===== config.mk =====
export PLATFORM = sky130hd
export DESIGN_NAME = issue_scoreboard
export DESIGN_NICKNAME = d
export VERILOG_FILES = /design/src/rtl/issue_scoreboard.sv
export SDC_FILE = /design/constraint.sdc
export NUM_CORES = 1
export LEC_CHECK = 0
export BUFFER_PORTS_ARGS = -buffer_cell sky130_fd_sc_hd__buf_2
export CORE_ASPECT_RATIO = 0.8
export CORE_MARGIN = 3
export CORE_UTILIZATION = 50
export DETAILED_ROUTE_END_ITERATION = 6
export GPL_TIMING_DRIVEN = 0
export PLACE_DENSITY_LB_ADDON = 0.08
export SLEW_MARGIN = 10
export SYNTH_ARGS = -nofsm -noshare
export SYNTH_HDL_FRONTEND = slang
export SYNTH_SLANG_ARGS = --single-unit

===== constraint.sdc =====
create_clock -name clk -period 2.89 [get_ports clk]
set_input_delay 0.1445 -clock clk [delete_from_list [all_inputs] [get_ports clk]]
set_output_delay 0.1445 -clock clk [all_outputs]
set_load 0.01 [all_outputs]

===== src/rtl/issue_scoreboard.sv =====
// Issue stage: holds one decoded op, tracks pending register writes, and stalls on RAW/WAW hazards, full or unresolved control flow.
// Latency: an accepted op appears on iss_* the next cycle; scoreboard and count update on the same edge.
// Backpressure: dec_ready_o drops on hazard, full, WAIT_CF, flush or a held issue register; iss_* hold until execute takes them.
module issue_scoreboard #(
  parameter int NUM_REGS     = 32,
  parameter int ADDR_W       = 5,
  parameter int MAX_INFLIGHT = 4,
  parameter int CNT_W        = 3
) (
  input  logic                clk,
  input  logic                rst_n,
  input  logic                dec_valid_i,
  output logic                dec_ready_o,
  input  logic [ADDR_W-1:0]   dec_rs1_i,
  input  logic [ADDR_W-1:0]   dec_rs2_i,
  input  logic [ADDR_W-1:0]   dec_rd_i,
  input  logic                dec_uses_rs1_i,
  input  logic                dec_uses_rs2_i,
  input  logic                dec_reg_write_i,
  input  logic                dec_cf_i,
  output logic                iss_valid_o,
  input  logic                iss_ready_i,
  output logic [ADDR_W-1:0]   iss_rs1_o,
  output logic [ADDR_W-1:0]   iss_rs2_o,
  output logic [ADDR_W-1:0]   iss_rd_o,
  output logic                iss_reg_write_o,
  output logic                iss_cf_o,
  input  logic                wb_valid_i,
  input  logic [ADDR_W-1:0]   wb_rd_i,
  input  logic                cf_resolve_i,
  input  logic                flush_i,
  output logic [NUM_REGS-1:0] pending_o,
  output logic [CNT_W-1:0]    inflight_cnt_o,
  output logic                stall_o
);

  typedef enum logic {
    RUN     = 1'b0,
    WAIT_CF = 1'b1
  } state_t;

  state_t              state;
  state_t              state_nxt;
  logic                in_run;

  logic [NUM_REGS-1:0] pending;
  logic [NUM_REGS-1:0] pending_nxt;
  logic [NUM_REGS-1:0] set_mask;
  logic [NUM_REGS-1:0] clr_mask;
  logic [CNT_W-1:0]    cnt;
  logic [CNT_W-1:0]    cnt_nxt;
  logic [1:0]          dec_amt;

  logic                rs1_hit;
  logic                rs2_hit;
  logic                rd_hit;
  logic                hazard;
  logic                full;
  logic                slot_free;
  logic                accept;
  logic                set_en;
  logic                wb_hit;
  logic                kill_hit;
  logic                kill_dup;

  // Hazard detection against the registered scoreboard only (no writeback bypass)
  always_comb begin
    rs1_hit = dec_uses_rs1_i && pending[dec_rs1_i];
    rs2_hit = dec_uses_rs2_i && pending[dec_rs2_i];
    rd_hit  = dec_reg_write_i && (dec_rd_i != '0) && pending[dec_rd_i];
    hazard  = rs1_hit || rs2_hit || rd_hit;
    // x0 writes and non-writing ops do not consume an inflight slot, so they pass when full
    full    = (cnt == CNT_W'(MAX_INFLIGHT)) && dec_reg_write_i && (dec_rd_i != '0);
  end

  // Decoder handshake and the scoreboard set/clear events it drives
  always_comb begin
    slot_free   = !iss_valid_o || iss_ready_i;
    dec_ready_o = in_run && slot_free && !hazard && !full && !flush_i;
    accept      = dec_valid_i && dec_ready_o;
    stall_o     = dec_valid_i && !dec_ready_o;
    set_en      = accept && dec_reg_write_i && (dec_rd_i != '0);
    wb_hit      = wb_valid_i && (wb_rd_i != '0) && pending[wb_rd_i];
    // A flushed op only gives back its slot if its bit is still set; guards against underflow
    kill_hit    = flush_i && iss_valid_o && iss_reg_write_o && (iss_rd_o != '0) && pending[iss_rd_o];
    // Same-register writeback and kill clear one bit, so they only count once
    kill_dup    = kill_hit && wb_hit && (wb_rd_i == iss_rd_o);
  end

  // Next scoreboard contents and outstanding-write count
  always_comb begin
    set_mask = '0;
    clr_mask = '0;
    if (set_en)   set_mask = NUM_REGS'(1) << dec_rd_i;
    if (wb_hit)   clr_mask = clr_mask | (NUM_REGS'(1) << wb_rd_i);
    if (kill_hit) clr_mask = clr_mask | (NUM_REGS'(1) << iss_rd_o);
    pending_nxt    = (pending | set_mask) & ~clr_mask;
    pending_nxt[0] = 1'b0;
    dec_amt = {1'b0, wb_hit} + {1'b0, kill_hit && !kill_dup};
    cnt_nxt = cnt + CNT_W'(set_en) - CNT_W'(dec_amt);
  end

  // Scoreboard and count registers
  always_ff @(posedge clk or negedge rst_n) begin
    if (!rst_n) begin
      pending <= '0;
      cnt     <= '0;
    end else begin
      pending <= pending_nxt;
      cnt     <= cnt_nxt;
    end
  end

  assign pending_o      = pending;
  assign inflight_cnt_o = cnt;

  // Control-flow FSM state register
  always_ff @(posedge clk or negedge rst_n) begin
    if (!rst_n) state <= RUN;
    else        state <= state_nxt;
  end

  // Control-flow FSM next state: block issue after a branch/jump until resolve or flush
  always_comb begin
    state_nxt = state;
    case (state)
      RUN:     if (accept && dec_cf_i)          state_nxt = WAIT_CF;
      WAIT_CF: if (cf_resolve_i || flush_i)     state_nxt = RUN;
      default:                                  state_nxt = RUN;
    endcase
  end

  // Control-flow FSM outputs
  always_comb begin
    in_run = (state == RUN);
  end

  // Issue register: flush kills, accept loads (also covers back-to-back), handshake empties
  always_ff @(posedge clk or negedge rst_n) begin
    if (!rst_n) begin
      iss_valid_o     <= 1'b0;
      iss_rs1_o       <= '0;
      iss_rs2_o       <= '0;
      iss_rd_o        <= '0;
      iss_reg_write_o <= 1'b0;
      iss_cf_o        <= 1'b0;
    end else if (flush_i) begin
      iss_valid_o     <= 1'b0;
    end else if (accept) begin
      iss_valid_o     <= 1'b1;
      iss_rs1_o       <= dec_rs1_i;
      iss_rs2_o       <= dec_rs2_i;
      iss_rd_o        <= dec_rd_i;
      iss_reg_write_o <= dec_reg_write_i;
      iss_cf_o        <= dec_cf_i;
    end else if (iss_valid_o && iss_ready_i) begin
      iss_valid_o     <= 1'b0;
    end
  end

endmodule


* Yosys cells after proc, flatten, opt, wreduce, memory -nomap -nowiden *
Cells that the tools add are included.

word-level totals
  flip-flop bits (word level) = 53
  latch bits = 0
  RAM bits = 0
  bits in read-only memories = 0
  input bits = 31
  output and inout bits = 55
  logic and storage cells = 87
  memories = 0

cells by class
  add/sub/neg operators = 3
  multipliers = 0
  div/mod/pow operators = 0
  $lt $le $gt $ge = 5
  equal/unequal tests = 2
  shift operators = 3
  multiplexer cells = 19
  bitwise gates (word level) = 6
  reductions and logical operators = 40

operators by type and width
  kind                                                        number
  2-to-1 mux 32 bit                                           3
  << shifter 1 x 5 -> 32 bit, first input constant            3
  OR 32 bit                                                   2
  AND 32 bit                                                  1
  NOT 32 bit                                                  1
  less-than comparator 5 x 6 -> 1 bit, second input constant  5
  binary-select mux 1 bit (select 5 bit)                      5
  logical AND 1 bit                                           25
  nonzero test 5 bit                                          3
  2-to-1 mux 1 bit                                            10
  zero test 1 bit                                             6
  equality test 5 bit                                         1
  logical OR 1 bit                                            4
  adder 3 x 1 -> 3 bit                                        1
  equality test 3 bit, second input constant                  1
  nonzero test 3 bit                                          1
  subtractor 3 x 2 -> 3 bit                                   1
  adder 1 x 1 -> 2 bit                                        1
  NOT 1 bit                                                   2
  one-hot mux 1 bit (2 select lines)                          1
  AND reduction 2 bit                                         1

* Depth between registers and ports, before layout *
Gate-level depths: netlist of run 1.

  depth in word-level cells = 15
  mapped depth = 15

* Least setup slack after synthesis of run 1 *
OpenSTA, ideal clock, no wires.

  kind = reg-to-reg
  start = register iss_rd_o[0]
  end = register cnt[2] (netlist: inflight_cnt_o[2])
  setup time = 0.125 ns
  arrival time = 2.894 ns
  required time = 2.765 ns
  slack = -0.129 ns
  cell stages (with the launch flop) = 15
  buffers on the path = 1
  clock period less this slack = 3.019 ns
  cells stage by stage = dfrtp_1 -> clkbuf_1 -> mux4_2 -> nand2b_1 -> a221o_1 -> nand3_1 -> a311oi_1 -> a21oi_1 -> ha_1 -> a21oi_1 -> ha_1 -> inv_1 -> ha_1 -> xnor2_1 -> xnor2_1

on the way
  cells in the longest elaborated chain, start to end = 9
  elaborated cells on any way between the ends = 12
  those cells by class = add/sub (2); eq/ne (1); mux (2); reduce/logical (7)

ends and longest elaborated chain
  what                                                                          RTL line  RTL
  start: declaration                                                            25        output logic [ADDR_W-1:0] iss_rd_o,
  start signal: assignment                                                      153       iss_rd_o <= dec_rd_i;
  binary-select mux 1 bit (select 5 bit) or nonzero test 5 bit (tied branches)  85        kill_hit = flush_i && iss_valid_o && iss_reg_write_o && (iss_rd_o != '0) && pending[iss_rd_o];
  2-to-1 mux 1 bit (not written as such) or logical AND 1 bit (tied branches)   85
  logical AND 1 bit                                                             85
  logical AND 1 bit (2 in a row)                                                87        kill_dup = kill_hit && wb_hit && (wb_rd_i == iss_rd_o);
  zero test 1 bit                                                               99        dec_amt = {1'b0, wb_hit} + {1'b0, kill_hit && !kill_dup};
  logical AND 1 bit *                                                           99
  adder 1 x 1 -> 2 bit *                                                        99
  subtractor 3 x 2 -> 3 bit *                                                   100       cnt_nxt = cnt + CNT_W'(set_en) - CNT_W'(dec_amt);
  named net cnt_nxt[2]                                                          51        logic [CNT_W-1:0] cnt_nxt;
  end signal: assignment                                                        110       cnt <= cnt_nxt;
  end: declaration                                                              50        logic [CNT_W-1:0] cnt;

Mark *: on every way through the listed nets, which the timed path passes. The rest lies on a longest branch. The select of a mux whose other input is x is not followed.
A chain may end at the register's enable or synchronous reset.

* Final worst setup path of run 1 *
  start = register pending[28] (netlist: pending_o[28])
  end = register cnt[2] (netlist: inflight_cnt_o[2])

on the way
  cells in the longest elaborated chain, start to end = 14
  elaborated cells on any way between the ends = 31
  those cells by class = add/sub (3); mux (10); reduce/logical (18)

ends and longest elaborated chain
  what                                                       RTL line  RTL
  start: declaration                                         46        logic [NUM_REGS-1:0] pending;
  start signal: assignment                                   109       pending <= pending_nxt;
  binary-select mux 1 bit (select 5 bit) (on tied branches)  68, 69
  2-to-1 mux 1 bit (on tied branches)                        68, 69
  logical AND 1 bit (on tied branches)                       68, 69
  logical OR 1 bit (2 in a row)                              71        hazard = rs1_hit || rs2_hit || rd_hit;
  zero test 1 bit                                            79        dec_ready_o = in_run && slot_free && !hazard && !full && !flush_i;
  logical AND 1 bit (3 in a row)                             79
  logical AND 1 bit                                          80        accept = dec_valid_i && dec_ready_o;
  logical AND 1 bit (2 in a row)                             82        set_en = accept && dec_reg_write_i && (dec_rd_i != '0);
  adder 3 x 1 -> 3 bit                                       100
  subtractor 3 x 2 -> 3 bit *                                100
  named net cnt_nxt[2]                                       51

Marked as above.

==> metrics.txt, run 1 <==
# TYPE chip_impl_metric gauge
chip_impl_metric{name="placeableCoreArea",unit="sq mm"} 0.008200
chip_impl_metric{name="drt-wirelength-per-cell",unit="um"} 25.29
chip_impl_info{name="crit_path_start",value="pending_o[28]"} 1
chip_impl_metric{name="max_cap_viol_count",unit=""} 0
chip_impl_metric{name="netlist-cell-type-count",unit=""} 63
chip_impl_metric{name="antenna_cells",unit=""} 0
chip_impl_metric{name="place_worst_setup_slack",unit="ps"} -394.4
chip_impl_metric{name="report.final.setup_viol",unit=""} 2
chip_impl_metric{name="timing.critical_path.required",unit="ps"} 3090
chip_impl_metric{name="mappedNetlistArea",unit="sq mm"} 0.004355
chip_impl_metric{name="grtUsageTotal",unit="%"} 33.47
chip_impl_metric{name="timing.reg2reg.setup_slack",unit="ps"} -210
chip_impl_metric{name="floorplan.io_pins",unit=""} 86
chip_impl_metric{name="cp.arrival",unit="ps"} 3300
chip_impl_info{name="worstHoldStart",value="flush_i"} 1
chip_impl_metric{name="grt_remaining_overflow",unit=""} 0
chip_impl_metric{name="floorplan.initialDensity",unit="%"} 53.11
chip_impl_metric{name="postRouteAntennaNets",unit=""} 0
chip_impl_metric{name="grt_pass1_vias",unit=""} 3983
chip_impl_metric{name="critical_path_peak_fanout",unit=""} 6
chip_impl_metric{name="timing.critical_path.buf_inv",unit=""} 1
chip_impl_metric{name="min_tclk_post_route",unit="ps"} 3096
chip_impl_metric{name="fraction_of_registers_with_async_set_reset",unit="%"} 100.0
chip_impl_metric{name="seq_area_frac_synth",unit="%"} 30.45
chip_impl_info{name="post_synth_most_frequent_cells",value="sky130_fd_sc_hd__dfrtp_1 (53), sky130_fd_sc_hd__nor2_1 (36), sky130_fd_sc_hd__mux4_2 (29)"} 1
chip_impl_metric{name="critical_path.max_stage_delay",unit="ps"} 500
chip_impl_metric{name="final_worst_path_cycle_share",unit="%"} 107.1
chip_impl_metric{name="fin_worst_skew",unit="ps"} 17.64
chip_impl_metric{name="cts_buffers",unit=""} 5
chip_impl_info{name="violations_in_the_final_reports",value="setup timing"} 1
chip_impl_metric{name="detail_route.wirelength",unit="um"} 16140
chip_impl_metric{name="drc",unit=""} 0
chip_impl_metric{name="dpl.hpwl",unit="um"} 11680
chip_impl_info{name="critPathTopFamily",value="multiplexers"} 1
chip_impl_info{name="grt_setup_unrepaired",value="yes"} 1
chip_impl_metric{name="achievable-frequency",unit="MHz"} 323.0
chip_impl_metric{name="worst_setup_hold_path_clk_slew",unit="ps"} 110
chip_impl_info{name="worstHoldPathType",value="input port to flop"} 1
chip_impl_metric{name="synth_nets",unit=""} 453
chip_impl_info{name="run_status",value="complete, but fails checks"} 1
chip_impl_metric{name="die_area",unit="sq mm"} 0.009874
chip_impl_metric{name="dr.pass1.iters",unit=""} 5
chip_impl_metric{name="hold_violations",unit=""} 0
chip_impl_metric{name="cellPowerDensity",unit="mW/mm^2"} 564.4
chip_impl_info{name="timing.critical_path.mode_cell",value="sky130_fd_sc_hd__mux4_2"} 1
chip_impl_metric{name="synth_edf_count",unit=""} 0
chip_impl_info{name="worst_path_max_delay_cell",value="sky130_fd_sc_hd__mux4_2"} 1
chip_impl_metric{name="insertion_delay",unit="ps"} 320
chip_impl_info{name="worst_setup_path_end_kind",value="flop"} 1
chip_impl_metric{name="grt_antenna_before_repair",unit=""} 0
chip_impl_info{name="yosys.cell_count.top_type",value="sky130_fd_sc_hd__dfrtp_1"} 1
chip_impl_metric{name="drtIter0Drc",unit=""} 430
chip_impl_metric{name="floorplan.rows",unit=""} 29
chip_impl_info{name="cell_taking_the_most_area_after_synthesis",value="sky130_fd_sc_hd__dfrtp_1"} 1
chip_impl_metric{name="share_of_yosys_cell_area_claimed_by_the_top_area_cell_type",unit="%"} 30.45
chip_impl_metric{name="drt-vias-per-instance",unit=""} 6.882
chip_impl_info{name="synthTopCellsByArea",value="sky130_fd_sc_hd__dfrtp_1 (30%), sky130_fd_sc_hd__mux4_2 (15%), sky130_fd_sc_hd__mux2_2 (5.7%), sky130_fd_sc_hd__mux2i_1 (3.7%), sky130_fd_sc_hd__mux2_4 (3.1%)"} 1
chip_impl_metric{name="fp.dieH",unit="um"} 89.48
chip_impl_metric{name="die_w",unit="um"} 110.4
chip_impl_info{name="critical_path.reg2reg.startpoint",value="pending_o[28]"} 1
chip_impl_metric{name="postSynthAreaPerCell",unit="sq um"} 10.42
chip_impl_metric{name="grt_pass1_wl",unit="um"} 24150
chip_impl_metric{name="leakage",unit="nW"} 2.278
chip_impl_metric{name="whs",unit="ps"} 30.69
chip_impl_info{name="worstSetupStartpointType",value="flop"} 1
chip_impl_metric{name="slew_viol_final",unit=""} 0
chip_impl_metric{name="yosysWarningCount",unit=""} 0
chip_impl_metric{name="clock-sinks",unit=""} 53
chip_impl_metric{name="maximum_number_of_pins_on_one_net_before_global_route_repair",unit=""} 54
chip_impl_metric{name="clock_tree.htree_level_count",unit=""} 2
chip_impl_metric{name="portBuffers",unit=""} 74
chip_impl_metric{name="clock_path_buffers",unit=""} 2
chip_impl_metric{name="peakVddDrop",unit="uV"} 384.6
chip_impl_info{name="tritoncts",value="built"} 1
chip_impl_metric{name="finalSetupTns",unit="ps"} -238.6
chip_impl_info{name="dominantRegCellSynth",value="sky130_fd_sc_hd__dfrtp_1"} 1
chip_impl_info{name="crit_chain",value="mux4_2 > mux4_2 > nand2b_1 > o211ai_1 > a311oi_1 > a21oi_1 > ha_2 > a21oi_2 > ha_1 > inv_1 > ha_4 > xnor2_2 > xnor2_1"} 1
chip_impl_info{name="ctsRootBufferMaster",value="sky130_fd_sc_hd__clkbuf_8"} 1
chip_impl_metric{name="nets",unit=""} 564
chip_impl_metric{name="routed-via-count",unit=""} 4391
chip_impl_metric{name="flow.area_growth_from_synthesis",unit="%"} 22.18
chip_impl_metric{name="relSlewSlack",unit="%"} 50.03
chip_impl_metric{name="post_synth_inst_count",unit=""} 418
chip_impl_metric{name="final_layout_size_suffix_gt1_share",unit="%"} 43.96
chip_impl_metric{name="place.gp.congestion",unit=""} 0.9836
chip_impl_metric{name="total_power",unit="W"} 0.003004
chip_impl_info{name="critPathKind",value="flop to flop"} 1
chip_impl_metric{name="ys_ff_latch",unit=""} 53
chip_impl_metric{name="postLayoutSetupSlackWorst",unit="ps"} -206.1
chip_impl_metric{name="worst_pin_slew",unit="ps"} 739.2
## sequential cells by signal, indices dropped and copies added (netlist names)
name,cells
iss_rs1_o,5
iss_rs2_o,5
iss_cf_o,1
state,1
iss_reg_write_o,1
iss_valid_o,1
pending_o,31
inflight_cnt_o,3
iss_rd_o,5
## where the power goes
group / leakage (nW) / internal, W / total, W / switching, W
combinational: 1.60 / 0.000693 / 0.00146 / 0.000768
sequential: 0.642 / 0.000904 / 0.00111 / 0.000205
clock: 0.0385 / 0.000173 / 0.000433 / 0.000261
total: 2.28 / 0.00177 / 0.00300 / 0.00123
## cells in the final DEF, fill, tap and decap left out, types with 4 or more instances in the layout
| master | count |
|---|---|
| sky130_fd_sc_hd__o21a_1 | 4 |
| sky130_fd_sc_hd__dfrtp_1 | 28 |
| sky130_fd_sc_hd__a31oi_1 | 12 |
| sky130_fd_sc_hd__buf_2 | 77 |
| sky130_fd_sc_hd__mux4_2 | 29 |
| sky130_fd_sc_hd__buf_6 | 4 |
| sky130_fd_sc_hd__nor3_1 | 5 |
| sky130_fd_sc_hd__clkbuf_1 | 17 |
| sky130_fd_sc_hd__mux2_4 | 11 |
| sky130_fd_sc_hd__a41oi_1 | 5 |
| sky130_fd_sc_hd__buf_4 | 33 |
| sky130_fd_sc_hd__mux2_2 | 20 |
| sky130_fd_sc_hd__nand2_1 | 17 |
| sky130_fd_sc_hd__dfrtp_2 | 25 |
| sky130_fd_sc_hd__nor2_1 | 36 |
| sky130_fd_sc_hd__o221ai_1 | 11 |
| sky130_fd_sc_hd__nand2b_1 | 12 |
| sky130_fd_sc_hd__a21oi_1 | 6 |
| sky130_fd_sc_hd__inv_1 | 7 |
| sky130_fd_sc_hd__nand3_1 | 4 |
| sky130_fd_sc_hd__o22ai_1 | 19 |
| sky130_fd_sc_hd__a22oi_1 | 4 |
| sky130_fd_sc_hd__and3_1 | 6 |
| sky130_fd_sc_hd__nor2b_1 | 14 |
| sky130_fd_sc_hd__clkbuf_8 | 6 |
| sky130_fd_sc_hd__o21ai_0 | 5 |
| sky130_fd_sc_hd__mux2i_1 | 16 |
| sky130_fd_sc_hd__nand4_1 | 5 |
| sky130_fd_sc_hd__a22o_1 | 4 |
| sky130_fd_sc_hd__a221oi_1 | 10 |
| sky130_fd_sc_hd__a211oi_1 | 5 |
## cell type report
cell class,count,area (sq um)
clock inverters,1,7.507
inverters,7,26.28
flip-flops and latches,53,1358
clock buffers,7,76.32
well taps,108,135.1
multi-input cells,322,2875
plain buffers,36,222.7
repair buffers,104,620.6
fillers,696,2879
## worst register-to-register path, delay by kind of cell (launching register included)
kind | cells | cell delay (ps)
adders and majority gates | 3 | 630
and+or+nand+nor | 1 | 160
xor gates and xnor gates | 2 | 250
muxes | 2 | 990
DFF | 1 | 480
AOI/OAI and AO/OA | 4 | 440
buffers and inverters | 1 | 60
## stage by stage
step,std cells,utilization (%),cell area [sq um]
final,638,64.89,5321
after floorplan,418,-,4377
after global placement,600,59.54,4882
after CTS,629,63.35,5195
after global routing,638,64.89,5321
after detailed placement,600,59.54,4882
## per-layer routing
layer,GRT usage [%],routed length [um]
met5,0,0
met4,7.271,304
met3,8.520,2013
met2,47.41,6831
met1,51.49,6987
## kinds of logic after synthesis
group	synth area share [%]
and+or+nand+nor	16.78
AOI/OAI and AO/OA	17.87
muxes	27.46
DFF	30.45
buffers and inverters	4.797
xor gates and xnor gates	1.408
adders and majority gates	1.149
other	0.08610
## path summary, 6_finish.rpt
path / to / depth (start not counted)
worst max-delay path: inflight_cnt_o[2] / 13
worst min-delay path: iss_valid_o / 2
worst max register to register: inflight_cnt_o[2] / 13
worst min register to register: inflight_cnt_o[2] / 1
max in group asynchronous: pending_o[27] / 2
min in group asynchronous: iss_rd_o[0] / 2
## repair_timing
item,4_1_cts,5_1_grt
setup buffers,21,8
hold buffers,0,1
setup endpoints to repair,2,5
resized for setup,32,14
pin swaps,2,8
endpoints found under the hold margin,0,53
No activity file was read; power rests on OpenSTA's default activity.
==> inputs of run 2 (changes only) <==
--- a/config.mk
+++ b/config.mk
@@ -10,7 +10,6 @@
 export CORE_MARGIN = 3
 export CORE_UTILIZATION = 50
 export DETAILED_ROUTE_END_ITERATION = 6
-export GPL_TIMING_DRIVEN = 0
 export PLACE_DENSITY_LB_ADDON = 0.08
 export SLEW_MARGIN = 10
 export SYNTH_ARGS = -nofsm -noshare
==> run 2 against run 1 <==
  * The flow still finishes with violations (setup timing)
  * Largest power group unchanged
  * Critical endpoint unchanged
  * Sequential share of layout area is 1.1 points lower
  * Sequential power shrank 5%
  * Largest cell class unchanged
  * Combinational power up 8%
  * Final cell count grew 3.0%
  * Worst setup slack improved by 99 ps
==> metrics.txt, run 2 (synthesized netlist as in run 1, its figures left out) <==
# TYPE chip_impl_metric gauge
chip_impl_metric{name="flow.area_growth_from_synthesis",unit="%"} 25.02
chip_impl_metric{name="postLayoutCoreUtil",unit="%"} 66.40
chip_impl_info{name="critical_path.reg2reg.startpoint",value="pending_o[6]"} 1
chip_impl_metric{name="grt_remaining_overflow",unit=""} 0
chip_impl_metric{name="relSlewSlack",unit="%"} 54.12
chip_impl_metric{name="cts_buffers",unit=""} 5
chip_impl_metric{name="max_cap_viol_count",unit=""} 0
chip_impl_metric{name="insertion_delay",unit="ps"} 330
chip_impl_metric{name="cp.arrival",unit="ps"} 3230
chip_impl_metric{name="drt-vias-per-instance",unit=""} 6.728
chip_impl_metric{name="detail_route.wirelength",unit="um"} 15850
chip_impl_metric{name="grtUsageTotal",unit="%"} 32.88
chip_impl_metric{name="fp.dieH",unit="um"} 89.48
chip_impl_metric{name="proportion_of_power_drawn_by_combinational_gates",unit="%"} 51.4
chip_impl_metric{name="clock_tree.htree_level_count",unit=""} 2
chip_impl_metric{name="routed-via-count",unit=""} 4420
chip_impl_metric{name="critical_path_peak_fanout",unit=""} 4
chip_impl_metric{name="floorplan.rows",unit=""} 29
chip_impl_metric{name="place.gp.congestion",unit=""} 0.9854
chip_impl_info{name="critPathKind",value="flop to flop"} 1
chip_impl_metric{name="report.final.setup_viol",unit=""} 1
chip_impl_metric{name="placeableCoreArea",unit="sq mm"} 0.008200
chip_impl_info{name="mostFrequentLayoutCell",value="sky130_fd_sc_hd__buf_2"} 1
chip_impl_metric{name="maximum_number_of_pins_on_one_net_before_global_route_repair",unit=""} 50
chip_impl_info{name="worstSetupStartpointType",value="flop"} 1
chip_impl_metric{name="timing.reg2reg.setup_slack",unit="ps"} -110
chip_impl_metric{name="clock_path_buffers",unit=""} 2
chip_impl_info{name="grt_setup_unrepaired",value="yes"} 1
chip_impl_info{name="worstSetupEndpoint",value="inflight_cnt_o[2]"} 1
chip_impl_metric{name="min_tclk_post_route",unit="ps"} 2997
chip_impl_metric{name="largest_reg_flops",unit=""} 31
chip_impl_metric{name="leakage",unit="nW"} 2.462
chip_impl_metric{name="postLayoutSetupSlackWorst",unit="ps"} -107.4
chip_impl_info{name="ctsRootBufferMaster",value="sky130_fd_sc_hd__clkbuf_8"} 1
chip_impl_metric{name="slew_viol_final",unit=""} 0
chip_impl_metric{name="fin_worst_skew",unit="ps"} 17.03
chip_impl_info{name="crit_path_start",value="pending_o[6]"} 1
chip_impl_metric{name="grt_antenna_before_repair",unit=""} 0
chip_impl_metric{name="total_power",unit="W"} 0.003081
chip_impl_info{name="worst_r2r_endpoint",value="inflight_cnt_o[2]"} 1
chip_impl_metric{name="timing.critical_path.required",unit="ps"} 3120
chip_impl_metric{name="netSwitchingFraction",unit="%"} 40.49
chip_impl_metric{name="post-route-cell-area",unit="sq mm"} 0.005445
chip_impl_info{name="run_status",value="complete, but fails checks"} 1
chip_impl_metric{name="postRouteAntennaNets",unit=""} 0
chip_impl_info{name="violations_in_the_final_reports",value="setup timing"} 1
chip_impl_metric{name="timing.reg2reg.worst_path_depth",unit=""} 12
chip_impl_metric{name="clock-sinks",unit=""} 53
chip_impl_metric{name="cellInternalPower",unit="W"} 0.001833
chip_impl_metric{name="worst_pin_slew",unit="ps"} 681.9
chip_impl_metric{name="cellPowerDensity",unit="mW/mm^2"} 565.8
chip_impl_metric{name="drt-wirelength-per-cell",unit="um"} 24.13
chip_impl_metric{name="fillers",unit=""} 702
chip_impl_info{name="worstHoldPathType",value="input port to flop"} 1
chip_impl_metric{name="grt_pass1_vias",unit=""} 4059
chip_impl_metric{name="antenna_cells",unit=""} 0
chip_impl_metric{name="floorplan.io_pins",unit=""} 86
chip_impl_metric{name="dr.pass1.iters",unit=""} 5
chip_impl_metric{name="seq_power_share",unit="%"} 34.0
chip_impl_metric{name="power.clock.fraction",unit="%"} 14.6
chip_impl_metric{name="worst_setup_hold_path_clk_slew",unit="ps"} 110
chip_impl_metric{name="drc",unit=""} 0
chip_impl_info{name="worst_setup_path_end_kind",value="flop"} 1
chip_impl_metric{name="dpl.hpwl",unit="um"} 12200
chip_impl_info{name="tritoncts",value="built"} 1
chip_impl_metric{name="portBuffers",unit=""} 84
chip_impl_info{name="mostFrequentLayoutCells",value="sky130_fd_sc_hd__buf_2 (83), sky130_fd_sc_hd__buf_4 (72), sky130_fd_sc_hd__dfrtp_1 (51)"} 1
chip_impl_metric{name="postPlaceCellArea",unit="sq mm"} 0.005235
chip_impl_metric{name="achievable-frequency",unit="MHz"} 333.6
chip_impl_metric{name="grt_pass1_wl",unit="um"} 23830
chip_impl_metric{name="hold_violations",unit=""} 0
chip_impl_metric{name="peakVddDrop",unit="uV"} 362.9
chip_impl_metric{name="drtIter0Drc",unit=""} 572
chip_impl_metric{name="nets",unit=""} 583
chip_impl_metric{name="net-switching-power",unit="W"} 0.001248
chip_impl_metric{name="final_layout_size_suffix_gt1_share",unit="%"} 45.36
chip_impl_metric{name="die_area",unit="sq mm"} 0.009874
chip_impl_metric{name="floorplan.initialDensity",unit="%"} 53.11
chip_impl_metric{name="die_w",unit="um"} 110.4
chip_impl_metric{name="final_worst_path_cycle_share",unit="%"} 103.7
-- run 2: cell count changes in the layout (fill, tap and decap cells not counted), moves of 2 or more --
cell,before,now
sky130_fd_sc_hd__buf_4,33,72
sky130_fd_sc_hd__dfrtp_1,28,51
sky130_fd_sc_hd__dfrtp_2,25,2
sky130_fd_sc_hd__clkbuf_1,17,0
sky130_fd_sc_hd__buf_2,77,83
sky130_fd_sc_hd__clkbuf_2,3,0
sky130_fd_sc_hd__buf_1,2,0
sky130_fd_sc_hd__buf_12,2,0
sky130_fd_sc_hd__clkinv_2,0,2
-- run 2: power groups by stage --
| stage | Clock, W | Combinational, W | Sequential (W) |
|---|---|---|---|
| final | 0.000449 | 0.00158 | 0.00105 |
| after global routing | 0.000484 | 0.00169 | 0.00106 |
| after CTS | 0.000450 | 0.00153 | 0.00104 |
| after detailed placement | 0 | 0.00150 | 0.00105 |
| after global placement | 0 | 0.00148 | 0.00104 |
| after floorplan | 0 | 0.000780 | 0.00112 |
-- run 2: repair_timing --
action | in CTS | in global routing
endpoints found under the hold margin | 0 | 48
buffers inserted | 7 | 1
endpoints found under the setup margin | 2 | 5
pin swaps | 7 | 9
resized for setup | 7 | 7
hold buffers | 0 | 1
-- run 2: worst max-delay path: stages, from the launching register on --
cell and delay [ps]:
sky130_fd_sc_hd__dfrtp_1 470, sky130_fd_sc_hd__mux4_2 510, sky130_fd_sc_hd__mux4_2 470, sky130_fd_sc_hd__o211ai_1 230, sky130_fd_sc_hd__a311oi_1 80, sky130_fd_sc_hd__a21oi_1 160
sky130_fd_sc_hd__ha_2 210, sky130_fd_sc_hd__a21oi_2 30, sky130_fd_sc_hd__ha_1 260, sky130_fd_sc_hd__inv_1 40, sky130_fd_sc_hd__ha_2 170, sky130_fd_sc_hd__xnor2_2 130
sky130_fd_sc_hd__xnor2_1 120
-- run 2: how the worst min path moves through the flow --
stage | startpoint | end | slack [ps] | cells after the start
after floorplan | rst_n | inflight_cnt_o[0] | -150 | 0
after global placement | flush_i | iss_valid_o | 380 | 2
after detailed placement | dec_cf_i | iss_cf_o | 410 | 2
after CTS | flush_i | iss_valid_o | 40 | 2
after global routing | flush_i | iss_valid_o | 50 | 2
final | flush_i | iss_valid_o | 40 | 2
-- run 2: per-stage QoR --
stage	TNS, ps	std cells	hold WS, ps	setup WS [ps]
3_5_place_dp	-240.0	640	408.4	-209.0
2_1_floorplan	-0.8868	418	-151.1	-0.8868
4_1_cts	-103.7	655	35.38	-103.7
3_3_place_gp	-128.5	640	383.8	-128.5
5_1_grt	-376.3	657	49.42	-262.7
6_report	-107.4	657	37.55	-107.4
-- run 2: layer usage --
metal	up-vias	global-route usage [%]	wire [um]
li1	1921	-	-
met2	307	48.13	6750
met5	-	0	0
met3	33	6.570	1844
met4	0	8.725	378
met1	2159	49.79	6878
-- run 2: layout make-up --
type | count | area (sq um) | share of cell area (%)
Clock inverter | 3 | 17.52 | 0.3217
Multi-Input combinational cell | 322 | 2869 | 52.69
Tap cell | 108 | 135.1 | 2.482
Timing Repair Buffer | 159 | 999.7 | 18.36
Inverter | 7 | 26.28 | 0.4825
Sequential cell | 53 | 1329 | 24.40
Clock buffer | 5 | 68.82 | 1.264
